===== src/rtl/rr_arbiter.sv =====
// Round-robin arbiter: one registered one-hot grant per cycle among pre-masked requests.
// Define RR_ARBITER_ASSERT_EN to compile in simulation-only protocol assertions.
module rr_arbiter #(
   parameter int unsigned num_reqs = 4
) (
   input  logic                clk,
   input  logic                reset,
   input  logic [num_reqs-1:0] reqs,
   output logic [num_reqs-1:0] grants
);

   localparam int unsigned        PW   = (num_reqs > 1) ? $clog2(num_reqs) : 1;
   localparam logic [PW-1:0]       LAST = PW'(num_reqs - 1);
   localparam logic [PW-1:0]       PONE = PW'(1);
   localparam logic [num_reqs-1:0] ONE  = num_reqs'(1);

   logic [num_reqs-1:0] r_grants;
   logic [PW-1:0]       r_ptr;

   logic [num_reqs-1:0] w_mask;
   logic [num_reqs-1:0] w_hi;
   logic [num_reqs-1:0] w_cand;
   logic [num_reqs-1:0] w_onehot;
   logic [PW-1:0]       w_win;
   logic [PW-1:0]       w_next_ptr;
   logic                w_any;

   // Circular scan from r_ptr: prefer the lowest set bit at or above r_ptr,
   // otherwise wrap to the lowest set bit overall.
   always_comb begin
      w_mask = '0;
      for (int unsigned i = 0; i < num_reqs; i++) begin
         w_mask[i] = (PW'(i) >= r_ptr);
      end
      w_hi     = reqs & w_mask;
      w_cand   = (|w_hi) ? w_hi : reqs;
      w_onehot = w_cand & ~(w_cand - ONE);
      w_win    = '0;
      for (int unsigned i = 0; i < num_reqs; i++) begin
         if (w_onehot[i]) begin
            w_win = PW'(i);
         end
      end
      w_next_ptr = (w_win == LAST) ? '0 : w_win + PONE;
      w_any      = |reqs;
   end

   always_ff @(posedge clk) begin
      if (reset) begin
         r_grants <= '0;
         r_ptr    <= '0;
      end else if (w_any) begin
         r_grants <= w_onehot;
         r_ptr    <= w_next_ptr;
      end else begin
         r_grants <= '0;
      end
   end

   assign grants = r_grants;

`ifdef RR_ARBITER_ASSERT_EN
   a_onehot: assert property (@(posedge clk) disable iff (reset)
      $onehot0(grants));

   a_grant_had_req: assert property (@(posedge clk) disable iff (reset)
      !$past(reset) |-> ((grants & ~$past(reqs)) == '0));

   a_req_gets_grant: assert property (@(posedge clk) disable iff (reset)
      (!$past(reset) && (|$past(reqs))) |-> (grants != '0));
`else
`endif

endmodule


===== config.mk =====
export PLATFORM = sky130hd
export DESIGN_NAME = rr_arbiter
export DESIGN_NICKNAME = d
export VERILOG_FILES = /design/src/rtl/rr_arbiter.sv
export SDC_FILE = /design/constraint.sdc
export NUM_CORES = 1
export LEC_CHECK = 0
export CAP_MARGIN = 25
export CORE_AREA = 2 2 39 41
export CTS_BUF_LIST = sky130_fd_sc_hd__clkbuf_16
export DETAILED_ROUTE_END_ITERATION = 10
export DIE_AREA = 0 0 41 43
export SYNTH_ARGS = -nofsm -noshare
export SYNTH_HDL_FRONTEND = slang
export SYNTH_SLANG_ARGS = --single-unit

===== constraint.sdc =====
create_clock -name clk -period 3.4 [get_ports clk]
set_input_delay 0.85 -clock clk [delete_from_list [all_inputs] [get_ports clk]]
set_output_delay 0.85 -clock clk [all_outputs]
set_load 0.03 [all_outputs]

==> metrics.txt <==
vias in the first global route 261; EDFF count, synth 0; Main synth FF type dfxtp_1; HPWL Detailed 498.7 µm; # port buffers 9; clk sink count 6; fraction of layout cells with a size suffix above 1 10.87%; number of remaining DRC errors 0; post-synth top area share ~37%; M1 WL 325 µm; CP peak stage delay between 0.6 and 0.7 ns; minimum clock period 2.104 ns; worst skew pair latency 0.23 ns; Post-Syn Area 327.8 µm²; CP max stage cell clkdlybuf4s50_1; top achievable clock speed approximately 0.48 GHz; Worst setup SP type input pin; Cell variety after synth 22; largest net degree at the start of global routing 12; crit path max fanout 10; peak supply drop 0.3012 mV; WL met3 88 µm; height of the chip 43 µm; clk slew on worst S/H paths 0.03 ns; post-CTS setup buffers 0; Leak 0.0001977 µW; nets@finish between 50 and 60; post-synthesis register bit count 6; Slew Limit Fails 0; post-synthesis cell count 36; final setup TNS 0 ns; worst hold margin 0.6052 ns; status complete, no violations; Power Density 634.7 mW/mm²; Area contributors post-synth dfxtp_1 (37%), o21ai_0 (6.1%), a21oi_1 (4.6%); clock buffer count from CTS 3; first-pass GRT wire length 1166 µm; Via Count 309; wire length per cell 11.63 µm; actual slew at the worst max-slew pin 0.3028 ns; Hold Path Class flip-flop to flip-flop; total core area 0.001384 mm²; skew final 0.0002458 ns; Final setup viols 0; Cells on Worst Hold Path 2; syn nets 42; WP data arrival approximately 2.2 ns; GRT Total Usage between 10 and 15%; WL final 721 µm; Layout area overhead 50.76%; max cap viols 0; min-delay src r_ptr[0]; antenna fix cells 0; GRT Residual Overflow 0; vias per cell roughly 5.0; CTS Buffer Depth 2; total power 313.7 µW; register area share after synthesis 36.64%; Final Hold Fails 0; Placed Instance Area approximately 420 µm²; Finished Cell Area 494.2 µm²; Async S/R FF share, synth 0%; Row Count 14; H-tree levels 1; initial drt markers 8; CTS tree yes; CTS Hold Bufs 0; RSZ-0062 raised after global routing no; hold endpoint r_ptr[0]; post_cts resized 0; Antenna Nets Post-Route 0; post-route clock period utilization 61.89%; DR top layer met4; CP Cell Sequence clkdlybuf4s50_1 > o2bb2ai_1 > a22o_1 > a2111oi_2; root buffer cell clkbuf_16; WL met2 277 µm; Final GP Congestion 0.7855; Die ar. 0.001763 mm²; area leader, netlist dfxtp_1; CP required 3.52 ns; first-pass detailed-route iteration total 5; reg-to-reg endpoint grants[2]; R2R depth 3; # IOs 10; crit end category flip-flop; CP Class input pin to flip-flop; reg2reg start r_ptr[1]; YS warnings 0; Max transition margin 79.29%; R2R Setup Slk approximately 2.1 ns; antenna violations before repair 0; top post-synthesis cells by count dfxtp_1 (6), inv_1 (4), o21ai_0 (4); chip width 41 µm; Initial Util 23.69%; most common cell in the netlist dfxtp_1; Mapped Avg Cell Area just over 9 µm²
==> routing by layer <==
layer / vias up / GRT usage (%)
li1: 158 / -
met1: 132 / 12.78
met2: 14 / 12.19
met3: 5 / 9.424
met4: 0 / 10.00
met5: - / 0
==> per-stage QoR <==
| step | utilization [%] | setup slack, ns | std cells |
|---|---|---|---|
| 2_1_floorplan | - | 1.657 | 36 |
| 3_3_place_gp | 30.29 | 1.080 | 59 |
| 3_5_place_dp | 30.29 | 1.064 | 59 |
| 4_1_cts | 35.71 | 1.301 | 62 |
| 5_1_grt | 35.71 | 1.239 | 62 |
| 6_report | 35.71 | 1.296 | 62 |
==> kinds of logic (layout without fill, tap and decap cells) <==
logic type | after synthesis | in the layout | synth area share (%)
compound gates | 17 | 17 | 37.02
simple gates | 7 | 7 | 16.03
flops | 6 | 6 | 36.64
buf+inv | 6 | 16 | 10.30
==> worst max-delay path: cells and delay by family <==
family	cells	cell delay, ns
compound gates	3	0.73
buf+inv	1	0.65
==> worst max-delay path by stage <==
| stage | start | endpoint | slack (ns) | depth (start not counted) |
|---|---|---|---|---|
| 2_1_floorplan | reqs[2] | r_ptr[0] | 1.66 | 4 |
| 3_3_place_gp | reqs[2] | grants[2] | 1.08 | 4 |
| 3_5_place_dp | reqs[2] | grants[2] | 1.06 | 4 |
| 4_1_cts | reqs[2] | grants[2] | 1.30 | 4 |
| 5_1_grt | reqs[2] | grants[2] | 1.24 | 4 |
| 6_report | reqs[2] | grants[2] | 1.30 | 4 |
==> final cells by class <==
cell class,count,area [µm²]
inverter,4,15.01
sequential,6,120.1
timing repair buffer,9,90.09
multi-input combinational,24,173.9
clock buffer,3,75.07
tap,16,20.02
fill,149,889.6
==> power by group <==
| group | switching [µW] | total [µW] | internal (µW) |
|---|---|---|---|
| logic | 21.4 | 41.9 | 20.5 |
| registers | 5.92 | 82.1 | 76.2 |
| clock network | 38.8 | 190 | 151 |
| total | 66.1 | 314 | 248 |
==> placed cells by master (no fill, tap or decap), drive strengths merged <==
master	synthesis	routed
o211a	1	1
nor3b	1	1
nor3	1	1
clkbuf	0	3
or4	1	1
o2bb2ai	1	1
and4b	1	1
dfxtp	6	6
nor2b	1	1
a21oi	3	3
o21a	1	1
a211oi	2	2
a2111oi	2	2
o21ai	5	5
a22o	1	1
inv	4	4
and3b	1	1
clkdlybuf4s50	0	9
nor2	1	1
o21bai	1	1
==> sequential cells by signal, summed over array words and instances, names as in the netlist <==
| signal | flops |
|---|---|
| r_ptr | 2 |
| grants | 4 |
Note: power is estimated with default switching activity, not from simulation.
